## src/rtl/int_rs_cdb_pkg.sv

```systemverilog
// ============================================================================
// Module : int_rs_cdb_pkg
// Brief  : Shared constants and helpers for the integer reservation station.
// Rev    : 1.0 - initial release
// ============================================================================
`default_nettype none

package int_rs_cdb_pkg;

    localparam int         c_DATA_W  = 32;

    localparam logic [2:0] c_OP_ALU  = 3'd1;
    localparam logic [2:0] c_OP_BNE  = 3'd2;

    localparam logic [2:0] c_SUB_ADD = 3'd0;
    localparam logic [2:0] c_SUB_SUB = 3'd1;
    localparam logic [2:0] c_SUB_AND = 3'd2;
    localparam logic [2:0] c_SUB_OR  = 3'd3;
    localparam logic [2:0] c_SUB_XOR = 3'd4;

    // A source tag is pending when its bit at position tag_w (the MSB) is set.
    function automatic logic tag_pending(input logic [15:0] q, input int unsigned tag_w);
        return |(q >> tag_w);
    endfunction

endpackage

`default_nettype wire

```

## src/rtl/int_rs_cdb_rs_operand.sv

```systemverilog
// ============================================================================
// Module : rs_operand
// Brief  : One tagged operand slot; loads at issue, captures from two buses.
// Rev    : 1.0 - initial release
// ============================================================================
`default_nettype none

module rs_operand
    import int_rs_cdb_pkg::*;
#(
    parameter int ROB_W  = 3,
    parameter int DATA_W = c_DATA_W
) (
    input  logic              clock,
    input  logic              reset,
    input  logic              clr,
    input  logic              busy,
    input  logic              load,
    input  logic              load_pend,
    input  logic [ROB_W-1:0]  load_tag,
    input  logic [DATA_W-1:0] load_data,
    input  logic              a_valid,
    input  logic [ROB_W-1:0]  a_tag,
    input  logic [DATA_W-1:0] a_data,
    input  logic              b_valid,
    input  logic [ROB_W-1:0]  b_tag,
    input  logic [DATA_W-1:0] b_data,
    output logic              ready,
    output logic [DATA_W-1:0] data
);

    logic              r_ready;
    logic [ROB_W-1:0]  r_tag;
    logic [DATA_W-1:0] r_data;

    logic w_a_hit_ld;
    logic w_b_hit_ld;
    logic w_a_hit;
    logic w_b_hit;

    assign w_a_hit_ld = a_valid && (a_tag == load_tag);
    assign w_b_hit_ld = b_valid && (b_tag == load_tag);
    assign w_a_hit    = a_valid && (a_tag == r_tag);
    assign w_b_hit    = b_valid && (b_tag == r_tag);

    always_ff @(posedge clock or negedge reset) begin
        if (!reset) begin
            r_ready <= 1'b0;
            r_tag   <= '0;
            r_data  <= '0;
        end else if (clr) begin
            r_ready <= 1'b0;
            r_tag   <= '0;
            r_data  <= '0;
        end else if (load) begin
            r_tag <= load_tag;
            if (!load_pend) begin
                r_ready <= 1'b1;
                r_data  <= load_data;
            end else if (w_a_hit_ld) begin
                r_ready <= 1'b1;
                r_data  <= a_data;
            end else if (w_b_hit_ld) begin
                r_ready <= 1'b1;
                r_data  <= b_data;
            end else begin
                r_ready <= 1'b0;
            end
        end else if (busy && !r_ready) begin
            if (w_a_hit) begin
                r_ready <= 1'b1;
                r_data  <= a_data;
            end else if (w_b_hit) begin
                r_ready <= 1'b1;
                r_data  <= b_data;
            end
        end
    end

    assign ready = r_ready;
    assign data  = r_data;

endmodule

`default_nettype wire

```

## src/rtl/int_rs_cdb.sv

```systemverilog
// ============================================================================
// Module : int_rs_cdb
// Brief  : Integer RS (ALU + BNE) with CDB snoop and registered ALU CDB.
//          Optional macro ALU_SUB_EN enables the SUB subtype.
// Rev    : 1.0 - initial release
// ============================================================================
`default_nettype none

module int_rs_cdb
    import int_rs_cdb_pkg::*;
#(
    parameter int ROB_W = 3,
    parameter int ADD_N = 4,
    parameter int BNE_N = 2
) (
    input  logic             clock,
    input  logic             reset,
    input  logic             flush,
    input  logic             issue_valid,
    input  logic [2:0]       issue_type,
    input  logic [2:0]       issue_subtype,
    input  logic             issue_imm,
    input  logic [ROB_W-1:0] issue_rob,
    input  logic [31:0]      issue_d1,
    input  logic [31:0]      issue_d2,
    input  logic [ROB_W:0]   issue_q1,
    input  logic [ROB_W:0]   issue_q2,
    input  logic             cdb2_valid,
    input  logic [ROB_W-1:0] cdb2_rob,
    input  logic [31:0]      cdb2_data,
    output logic             add_free,
    output logic             bne_free,
    output logic             cdb_valid,
    output logic [ROB_W-1:0] cdb_rob,
    output logic [31:0]      cdb_data,
    output logic             bne_valid,
    output logic [ROB_W-1:0] bne_rob,
    output logic             bne_taken
);

    localparam int c_AI_W = (ADD_N > 1) ? $clog2(ADD_N) : 1;
    localparam int c_BI_W = (BNE_N > 1) ? $clog2(BNE_N) : 1;

    function automatic logic [31:0] alu(input logic [2:0] op, input logic [31:0] a, input logic [31:0] b);
        logic [31:0] v_res;
        case (op)
            c_SUB_ADD: v_res = a + b;
`ifdef ALU_SUB_EN
            c_SUB_SUB: v_res = a - b;
`endif
            c_SUB_AND: v_res = a & b;
            c_SUB_OR:  v_res = a | b;
            c_SUB_XOR: v_res = a ^ b;
            default:   v_res = '0;
        endcase
        return v_res;
    endfunction

    logic w_q1_pend;
    logic w_q2_pend;
    assign w_q1_pend = tag_pending(16'(issue_q1), ROB_W);
    assign w_q2_pend = !issue_imm && tag_pending(16'(issue_q2), ROB_W);

    logic [ADD_N-1:0]             r_add_busy;
    logic [ADD_N-1:0][2:0]        r_add_op;
    logic [ADD_N-1:0][ROB_W-1:0]  r_add_rob;
    logic [ADD_N-1:0]             w_add_rdy1, w_add_rdy2, w_add_load;
    logic [ADD_N-1:0][31:0]       w_add_d1, w_add_d2;
    logic                         w_add_wr, w_add_free_hit, w_add_disp_hit;
    logic [c_AI_W-1:0]            w_add_free_idx, w_add_disp_idx;

    logic [BNE_N-1:0]             r_bne_busy;
    logic [BNE_N-1:0][ROB_W-1:0]  r_bne_rob;
    logic [BNE_N-1:0]             w_bne_rdy1, w_bne_rdy2, w_bne_load;
    logic [BNE_N-1:0][31:0]       w_bne_d1, w_bne_d2;
    logic                         w_bne_wr, w_bne_free_hit, w_bne_disp_hit;
    logic [c_BI_W-1:0]            w_bne_free_idx, w_bne_disp_idx;

    // Descending scans so the lowest matching index wins.
    always_comb begin
        w_add_free_hit = 1'b0;
        w_add_free_idx = '0;
        w_add_disp_hit = 1'b0;
        w_add_disp_idx = '0;
        for (int i = ADD_N - 1; i >= 0; i--) begin
            if (!r_add_busy[i]) begin
                w_add_free_hit = 1'b1;
                w_add_free_idx = c_AI_W'(i);
            end
            if (r_add_busy[i] && w_add_rdy1[i] && w_add_rdy2[i]) begin
                w_add_disp_hit = 1'b1;
                w_add_disp_idx = c_AI_W'(i);
            end
        end
    end

    always_comb begin
        w_bne_free_hit = 1'b0;
        w_bne_free_idx = '0;
        w_bne_disp_hit = 1'b0;
        w_bne_disp_idx = '0;
        for (int i = BNE_N - 1; i >= 0; i--) begin
            if (!r_bne_busy[i]) begin
                w_bne_free_hit = 1'b1;
                w_bne_free_idx = c_BI_W'(i);
            end
            if (r_bne_busy[i] && w_bne_rdy1[i] && w_bne_rdy2[i]) begin
                w_bne_disp_hit = 1'b1;
                w_bne_disp_idx = c_BI_W'(i);
            end
        end
    end

    assign w_add_wr = issue_valid && (issue_type == c_OP_ALU) && w_add_free_hit && !flush;
    assign w_bne_wr = issue_valid && (issue_type == c_OP_BNE) && w_bne_free_hit && !flush;
    assign add_free = ~&r_add_busy;
    assign bne_free = ~&r_bne_busy;

    for (genvar i = 0; i < ADD_N; i++) begin : g_add
        assign w_add_load[i] = w_add_wr && (w_add_free_idx == c_AI_W'(i));
        rs_operand #(.ROB_W(ROB_W), .DATA_W(32)) u_op1 (
            .clock(clock), .reset(reset), .clr(flush), .busy(r_add_busy[i]),
            .load(w_add_load[i]), .load_pend(w_q1_pend),
            .load_tag(issue_q1[ROB_W-1:0]), .load_data(issue_d1),
            .a_valid(cdb_valid), .a_tag(cdb_rob), .a_data(cdb_data),
            .b_valid(cdb2_valid), .b_tag(cdb2_rob), .b_data(cdb2_data),
            .ready(w_add_rdy1[i]), .data(w_add_d1[i])
        );
        rs_operand #(.ROB_W(ROB_W), .DATA_W(32)) u_op2 (
            .clock(clock), .reset(reset), .clr(flush), .busy(r_add_busy[i]),
            .load(w_add_load[i]), .load_pend(w_q2_pend),
            .load_tag(issue_q2[ROB_W-1:0]), .load_data(issue_d2),
            .a_valid(cdb_valid), .a_tag(cdb_rob), .a_data(cdb_data),
            .b_valid(cdb2_valid), .b_tag(cdb2_rob), .b_data(cdb2_data),
            .ready(w_add_rdy2[i]), .data(w_add_d2[i])
        );
    end

    for (genvar i = 0; i < BNE_N; i++) begin : g_bne
        assign w_bne_load[i] = w_bne_wr && (w_bne_free_idx == c_BI_W'(i));
        rs_operand #(.ROB_W(ROB_W), .DATA_W(32)) u_op1 (
            .clock(clock), .reset(reset), .clr(flush), .busy(r_bne_busy[i]),
            .load(w_bne_load[i]), .load_pend(w_q1_pend),
            .load_tag(issue_q1[ROB_W-1:0]), .load_data(issue_d1),
            .a_valid(cdb_valid), .a_tag(cdb_rob), .a_data(cdb_data),
            .b_valid(cdb2_valid), .b_tag(cdb2_rob), .b_data(cdb2_data),
            .ready(w_bne_rdy1[i]), .data(w_bne_d1[i])
        );
        rs_operand #(.ROB_W(ROB_W), .DATA_W(32)) u_op2 (
            .clock(clock), .reset(reset), .clr(flush), .busy(r_bne_busy[i]),
            .load(w_bne_load[i]), .load_pend(w_q2_pend),
            .load_tag(issue_q2[ROB_W-1:0]), .load_data(issue_d2),
            .a_valid(cdb_valid), .a_tag(cdb_rob), .a_data(cdb_data),
            .b_valid(cdb2_valid), .b_tag(cdb2_rob), .b_data(cdb2_data),
            .ready(w_bne_rdy2[i]), .data(w_bne_d2[i])
        );
    end

    // Dispatch and issue never target the same entry: issue only picks idle ones.
    always_ff @(posedge clock or negedge reset) begin
        if (!reset) begin
            r_add_busy <= '0;
            r_add_op   <= '0;
            r_add_rob  <= '0;
            r_bne_busy <= '0;
            r_bne_rob  <= '0;
        end else if (flush) begin
            r_add_busy <= '0;
            r_bne_busy <= '0;
        end else begin
            if (w_add_disp_hit) r_add_busy[w_add_disp_idx] <= 1'b0;
            if (w_add_wr) begin
                r_add_busy[w_add_free_idx] <= 1'b1;
                r_add_op[w_add_free_idx]   <= issue_subtype;
                r_add_rob[w_add_free_idx]  <= issue_rob;
            end
            if (w_bne_disp_hit) r_bne_busy[w_bne_disp_idx] <= 1'b0;
            if (w_bne_wr) begin
                r_bne_busy[w_bne_free_idx] <= 1'b1;
                r_bne_rob[w_bne_free_idx]  <= issue_rob;
            end
        end
    end

    always_ff @(posedge clock or negedge reset) begin
        if (!reset) begin
            cdb_valid <= 1'b0;
            cdb_rob   <= '0;
            cdb_data  <= '0;
            bne_valid <= 1'b0;
            bne_rob   <= '0;
            bne_taken <= 1'b0;
        end else if (flush) begin
            cdb_valid <= 1'b0;
            cdb_rob   <= '0;
            cdb_data  <= '0;
            bne_valid <= 1'b0;
            bne_rob   <= '0;
            bne_taken <= 1'b0;
        end else begin
            cdb_valid <= w_add_disp_hit;
            if (w_add_disp_hit) begin
                cdb_rob  <= r_add_rob[w_add_disp_idx];
                cdb_data <= alu(r_add_op[w_add_disp_idx], w_add_d1[w_add_disp_idx], w_add_d2[w_add_disp_idx]);
            end
            bne_valid <= w_bne_disp_hit;
            if (w_bne_disp_hit) begin
                bne_rob   <= r_bne_rob[w_bne_disp_idx];
                bne_taken <= (w_bne_d1[w_bne_disp_idx] != w_bne_d2[w_bne_disp_idx]);
            end
        end
    end

endmodule

`default_nettype wire

```

## config.mk

```make
export PLATFORM = sky130hd
export DESIGN_NAME = int_rs_cdb
export DESIGN_NICKNAME = d
export VERILOG_FILES = /design/src/rtl/int_rs_cdb_pkg.sv /design/src/rtl/int_rs_cdb_rs_operand.sv /design/src/rtl/int_rs_cdb.sv
export SDC_FILE = /design/constraint.sdc
export NUM_CORES = 2
export LEC_CHECK = 0
export ABC_AREA = 1
export CORE_ASPECT_RATIO = 0.75
export CORE_UTILIZATION = 55
export DETAILED_ROUTE_END_ITERATION = 8
export PLACE_DENSITY = 0.85
export SYNTH_ARGS = -nofsm -noshare
export SYNTH_HDL_FRONTEND = slang
export SYNTH_SLANG_ARGS = --single-unit
```

## constraint.sdc

```tcl
create_clock -name clock -period 8.05 [get_ports clock]
set_input_delay 1.61 -clock clock [delete_from_list [all_inputs] [get_ports clock]]
set_output_delay 1.61 -clock clock [all_outputs]
set_load 0.05 [all_outputs]
```

### Word-level counts from Yosys, hierarchy flattened

Index checks and enable logic that the tools add are counted.

| storage, ports and cells | value |
|---|---|
| register bits | 509 |
| bits of input ports | 122 |
| output and inout port bits | 43 |
| word-level logic and storage cells | 496 |

| cells by class | value |
|---|---|
| add/sub/neg operators | 1 |
| order comparisons | 8 |
| equality and inequality tests | 49 |
| muxes and demuxes | 226 |
| bitwise gates (word level) | 11 |
| reductions and logical operators | 147 |

Operators by type and width:

| kind | count |
|---|---|
| 32-bit two-way mux | 74 |
| 32-bit binary-select mux with 2-bit select | 2 |
| 32-bit one-hot mux with 4 select lines | 1 |
| 3-bit two-way mux | 34 |
| 1-bit two-way mux | 88 |
| 3-bit equality test | 28 |
| 1-bit logical AND | 69 |
| 5-bit != test, second input constant | 12 |
| 4-bit nonzero test | 12 |
| 3-bit AND reduction | 12 |
| 3-bit nonzero test | 12 |
| 32-bit adder | 1 |
| 32-bit AND | 1 |
| 32-bit != test | 1 |
| 32-bit OR | 1 |
| 32-bit bitwise XOR | 1 |
| 2-bit AND reduction | 15 |
| 12-bit bitwise mux | 2 |
| 2-bit two-way mux | 12 |
| 1-bit zero test | 16 |
| 4-bit two-way mux | 4 |
| 2-bit nonzero test | 8 |
| 3-bit binary-select mux with 2-bit select | 2 |
| 3-bit by 2-bit equality test with 1-bit output, second input constant | 3 |
| other kinds (23) | 31 |

### Logic depth before layout (Yosys ltp)

| logic depth | value |
|---|---|
| depth in word-level cells | 17 |
| mapped depth | 26 |
| gate-level depth less buffers | 24 |

### Hierarchy

A second synthesis with hierarchy kept.

| second synthesis, totals | value |
|---|---|
| cells, all modules | 8083 |
| area, all modules | 47768.3 µm² |

Modules (own cells, without submodules):

| module | instances | cells each | area each (µm²) | seq. area each (µm²) |
|---|---|---|---|---|
| rs_operand | 12 | 540 | 3181.8 | 900.9 |
| int_rs_cdb | 1 | 1603 | 9586.7 | 1926.8 |

### Worst setup path after synthesis

Ideal clock, no wire load.

| timing | value |
|---|---|
| path kind | in2reg |
| start | input flush |
| end | register g_bne[0].u_op2.r_data[10] |
| library setup time | 0.066 ns |
| data arrival time | 3.138 ns |
| data required time | 7.984 ns |
| setup slack | 4.847 ns |
| stages | 15 |
| path buffers | 2 |
| path through | buf_6 -> nor2_2 -> nand2_1 -> nor2_1 -> inv_2 -> nor2_4 -> inv_2 -> nand2_2 -> inv_1 -> nand2_1 -> nand2_1 -> nor2_2 -> buf_4 -> nand3_1 -> nand2_1 |

| on the way | value |
|---|---|
| cells in the longest elaborated chain, start to end | 5 |
| elaborated cells between the ends (all ways) | 9 |
| classes of those cells | eq/ne: 1; mux: 2; reduce/logical: 6 |

RTL lines:

| item | line | RTL |
|---|---|---|
| start, declared | int_rs_cdb.sv:18 | `input logic flush,` |
| 1-bit zero test | int_rs_cdb.sv:115 | `assign w_bne_wr = issue_valid && (issue_type == c_OP_BNE) && w_bne_free_hit && !flush;` |
| 1-bit logical AND | int_rs_cdb.sv:115 |  |
| 1-bit logical AND | int_rs_cdb.sv:140 | `assign w_bne_load[i] = w_bne_wr && (w_bne_free_idx == c_BI_W'(i));` |
| 5-bit != test (no source line), or another cell as far along | -- |  |
| 3-bit AND reduction (no source line) / 32-bit two-way mux (equally long branches) | -- |  |
| end signal, assigned | int_rs_cdb_rs_operand.sv:65 | `r_data <= b_data;` |
| end signal, assigned | int_rs_cdb_rs_operand.sv:72 | `r_data <= a_data;` |
| end signal, assigned | int_rs_cdb_rs_operand.sv:75 | `r_data <= b_data;` |
| end, declared | int_rs_cdb_rs_operand.sv:34 | `logic [DATA_W-1:0] r_data;` |

Several ways; a longest one is shown, not always the timed one.
A chain may end at the register's enable or synchronous reset.

### Final worst setup path

| timing | value |
|---|---|
| start | register r_add_busy[2] |
| end | register cdb_data[24] |

| on the way | value |
|---|---|
| cells in the longest elaborated chain, start to end | 11 |
| elaborated cells between the ends (all ways) | 26 |
| classes of those cells | add/sub: 1; eq/ne: 3; mux: 15; bitwise: 3; reduce/logical: 4 |

RTL lines:

| item | line | RTL |
|---|---|---|
| start, declared | int_rs_cdb.sv:64 | `logic [ADD_N-1:0] r_add_busy;` |
| start signal, assigned | int_rs_cdb.sv:162 | `r_add_busy <= '0;` |
| start signal, assigned | int_rs_cdb.sv:168 | `r_add_busy <= '0;` |
| start signal, assigned by index | int_rs_cdb.sv:171 | `if (w_add_disp_hit) r_add_busy[w_add_disp_idx] <= 1'b0;` |
| 1-bit logical AND (*) (2 in series) | int_rs_cdb.sv:90 | `if (r_add_busy[i] && w_add_rdy1[i] && w_add_rdy2[i]) begin` |
| 2-bit two-way mux (3 in series) | int_rs_cdb.sv:90 |  |
| 32-bit binary-select mux with 2-bit select / 3-bit binary-select mux with 2-bit select (equally long branches) | int_rs_cdb.sv:204 | `cdb_data <= alu(r_add_op[w_add_disp_idx], w_add_d1[w_add_disp_idx], w_add_d2[w_add_disp_idx]);` |
| 32-bit two-way mux (implied by the code) / 3-bit two-way mux (equally long branches) | int_rs_cdb.sv:204 |  |
| 32-bit adder, or another cell as far along | int_rs_cdb.sv:47 | `c_SUB_ADD: v_res = a + b;` |
| 32-bit one-hot mux with 4 select lines | int_rs_cdb.sv:46 | `case (op)` |
| 32-bit two-way mux | int_rs_cdb.sv:202 | `if (w_add_disp_hit) begin` |
| 32-bit two-way mux | int_rs_cdb.sv:193 | `end else if (flush) begin` |
| end signal, assigned | int_rs_cdb.sv:204 |  |
| end, declared | int_rs_cdb.sv:35 | `output logic [31:0] cdb_data,` |

Every way passes the cells marked *; elsewhere a longest branch is shown, timed or not. The select of a mux whose other input is x is not followed.

==> results_dict.tcl <==
set metrics [dict create \
    outcome "finished, final reports clean" \
    avgRoutedWirePerCell_um 23.5 \
    first_global_vias 36800 \
    route.antenna.remaining_nets 0 \
    design.final.nets 5479 \
    end_kind "flop" \
    leakage_nw 19.6 \
    numCtsBuffers 52 \
    clock_tree.root_cell "clkbuf_16" \
    portBuffers 164 \
    flow.area_growth_from_synthesis_pct 9.14 \
    cp_data_arrival_time_ns 5.95 \
    routed-via-count 39900 \
    syn-num-nets 5595 \
    count_of_final_setup_violators 0 \
    cap_violations 0 \
    holdPathEnd "g_add[0].u_op2.data[19]" \
    post_route_wl_mm 146 \
    grt_start_max_net_pins 135 \
    timing.critical_path.mode_cell "nand2_1" \
    grt_antenna_before_repair 0 \
    synth_enable_flop_cells 0 \
    netlist_top_cells_count "2166 x nand2_1, 509 x dfrtp_1, 452 x nand3_1, 419 x inv_1, 384 x o211ai_1" \
    fin_setup_tns_ns 0 \
    power_per_cell_area_nw_per_um2 177 \
    crit_buf_inv 5 \
    syn_inst 5408 \
    synth_top_cell_by_area "dfrtp_1" \
    r2r_start "r_add_busy[2]" \
    yosys_most_used_dff "dfrtp_1" \
    antenna-diode-count 0 \
    synth_area_per_cell_sq_um 6.62 \
    tritoncts "built" \
    worst_path_largest_cell_delay_ns 0.74 \
    rsz0062_at_grt "no" \
    drc 0 \
    synth.lib_cells_used.distinct 43 \
    total_area_of_multi_input_combinational_cells_sq_um 19800 \
    timing_worst_setup_path_type "flop to flop" \
    worst_skew_pair.late_latency_ns 0.63 \
    grt.met3_usage_pct 16.3 \
    synth_most_common_cell "nand2_1" \
    io_pins 165 \
    die_w_um 297 \
    final-hold-violation-count 0 \
    cpMaxStageDelayCell "inv_2" \
    number_of_synthesized_register_bits 509 \
    worst_slack_ns 2.59 \
    critical_path_required_time_ns 8.54 \
    clock-skew-final_ns 0.0268 \
    yosysSeqAreaShare_pct 35.6 \
    drive_gt1_share_pct 4.12 \
    h-tree-depth 2 \
    worst-path-stages 24 \
    num-fill-cells 5657 \
    drv_slew 0 \
    dominant_cells_by_area_after_synthesis "dfrtp_1 36%, nand2_1 23%, o211ai_1 8.1%" \
    synth_area_sq_um 35800 \
    hp-class "flop to flop" \
    grt_use_total_pct 43.4 \
    placement.setup.worst_slack_ns 2.30 \
    layer_with_the_highest_usage_after_global_routing "met1" \
    worst_r2r_path_depth 24 \
    ff2ff_setup_slack_ns 2.59 \
    placeableCoreArea_sq_um 64000 \
    detailed_place_hpwl_mm 92.9 \
    hold_path_depth 2 \
    path_max_fanout 32 \
    initial_utilization_pct 56.0 \
    hold_path.startpoint "g_add[0].u_op2.data[19]" \
    seqCellArea_sq_um 12700 \
    worstMarginPinSlew_ns 1.20 \
    die-height_um 223 \
    grt_util_met1_pct 58.4 \
    max_slew_margin_pct 20.0 \
    floorplan.die_area_sq_um 66100 \
    first_pass_iters 8 \
    irDropWorstVdd_mv 0.160 \
    ys_warn_count 0 \
    clock_sink_count 509 \
    detail_route.iter0.violations 6950 \
    min_period_ns 5.46 \
    gp_congestion 1.02 \
    global_route_wire_length_before_repair_mm 219 \
    postCtsHoldBufs 0 \
    final_min_period_over_clock_period_pct 67.8 \
    clk_pin_slew_ns 0.07 \
    synth-async-reset-ratio_pct 100 \
    timing.critical_path.from_type "flop" \
    use_met2_pct 58.2 \
    clock_path_buffers 3 \
    postCtsResizedCells 0 \
    max_freq_mhz 183 \
    global_route.overflow_total 0 \
    timing.critical_path.cells "nand3_1, nand2_1, nor2_2, buf_4, inv_2, buf_4, o22ai_1, nor2_1, o21a_1, ha_1, inv_1, fa_1, inv_1, nand3_1, nand3_1, nand2_1, nand3_1, nand2_1, nand4_1, nand2_1, nand2_1, nand2_1, o21ai_1, nand2_1" \
    worst_path_dominant_cell_family "simple AND/OR/NAND/NOR gates" \
    worst_r2r_endpoint "cdb_data[24]" \
    vias_per_cell 6.44 \
    synthDominantCellAreaShare_pct 35.6 \
    num_rows 80 \
    setup_fix_buffers_added_after_clock_tree_synthesis 0 \
]
[worst reg2reg max path, stage by stage (launching register included)]
cell,delay [ns]
dfrtp_1,0.53
nand3_1,0.28
nand2_1,0.18
nor2_2,0.04
buf_4,0.27
inv_2,0.74
buf_4,0.44
o22ai_1,0.12
nor2_1,0.15
o21a_1,0.16
ha_1,0.33
inv_1,0.11
fa_1,0.48
inv_1,0.14
nand3_1,0.08
nand3_1,0.21
nand2_1,0.08
nand3_1,0.21
nand2_1,0.19
nand4_1,0.11
nand2_1,0.08
nand2_1,0.08
nand2_1,0.05
o21ai_1,0.19
nand2_1,0.08
[how the worst max path moves through the flow]
stage                             start                 endpoint  slack, ns
final                     r_add_busy[2]             cdb_data[24]       2.59
after CTS                 r_add_busy[2]             cdb_data[24]       2.90
after floorplan                   flush  g_bne[0].u_op2.data[10]       4.85
after global placement            flush  g_add[1].u_op2.data[30]       2.42
after global routing      r_add_busy[2]             cdb_data[24]       2.48
after detailed placement          flush  g_add[1].u_op2.data[30]       2.30
[final cells by class]
cell class                 instances  share of cell area [%]
clock buffer                      76                    3.87
clock inverter                    20                   0.445
inverter                         433                    4.16
multi-input combinational       4065                    50.7
sequential                       509                    32.6
tap                              861                    2.76
timing repair buffer             231                    5.52
[stage by stage]
step                      total power, mW  util (%)  hold WS, ns  cell area, sq um  std cells
after floorplan                      3.83         -        0.448             35800       5408
after global placement               4.32      58.5        0.463             37400       6099
after detailed placement             4.36      58.5        0.465             37400       6099
after CTS                            6.79      61.1        0.482             39100       6195
after global routing                 7.11      61.1        0.492             39100       6195
final                                6.90      61.1        0.480             39100       6195
[per-layer routing]
metal | share of wire, % | vias up
li1 | - | 17400
met1 | 36 | 18000
met2 | 38 | 3714
met3 | 18 | 747
met4 | 7.5 | 0
met5 | 0 | -
[cells in the final DEF, fill, tap and decap left out, drive strengths merged, types with 17 or more instances in the layout]
master / Yosys / routed
nand2: 2176 / 2176
dfrtp: 509 / 509
nand3: 455 / 455
inv: 430 / 433
o211ai: 384 / 384
nor2: 276 / 276
o21ai: 246 / 246
clkdlybuf4s50: 0 / 162
o22ai: 97 / 97
clkbuf: 248 / 76
a21oi: 74 / 74
buf: 153 / 69
ha: 64 / 64
o21a: 47 / 47
xor2: 42 / 42
xnor2: 38 / 38
a31oi: 31 / 31
nand4: 24 / 24
nand3b: 24 / 24
nor3: 19 / 19
a22o: 17 / 17
a221oi: 17 / 17
[report_power, final]
part | internal, mW | switching (mW)
combinational | 0.475 | 1.04
sequential | 2.75 | 0.128
clock | 1.37 | 1.13
total | 4.59 | 2.30
[kinds of logic after synthesis]
family	count (synthesis)	synth area share (%)
compound gates	928	16.9
xor+xnor	80	1.96
fa+ha+maj	65	2.29
buf+inv	834	9.31
flops	509	35.6
simple gates	2992	34.0
[sequential cells by signal (all words and copies together), names as in the netlist, 3 cells and up]
register           cells
g_bne.u_op1.r_tag      6
g_add.u_op1.r_tag     12
bne_rob                3
g_bne.u_op1.data      64
r_add_busy             4
g_bne.u_op2.r_tag      6
g_add.u_op2.data     128
g_add.u_op1.ready      4
g_add.u_op2.ready      4
r_add_rob             12
g_add.u_op2.r_tag     12
cdb_rob                3
r_add_op              12
cdb_data              32
g_add.u_op1.data     128
g_bne.u_op2.data      64
r_bne_rob              6
Note: power is estimated with default switching activity, not from simulation.
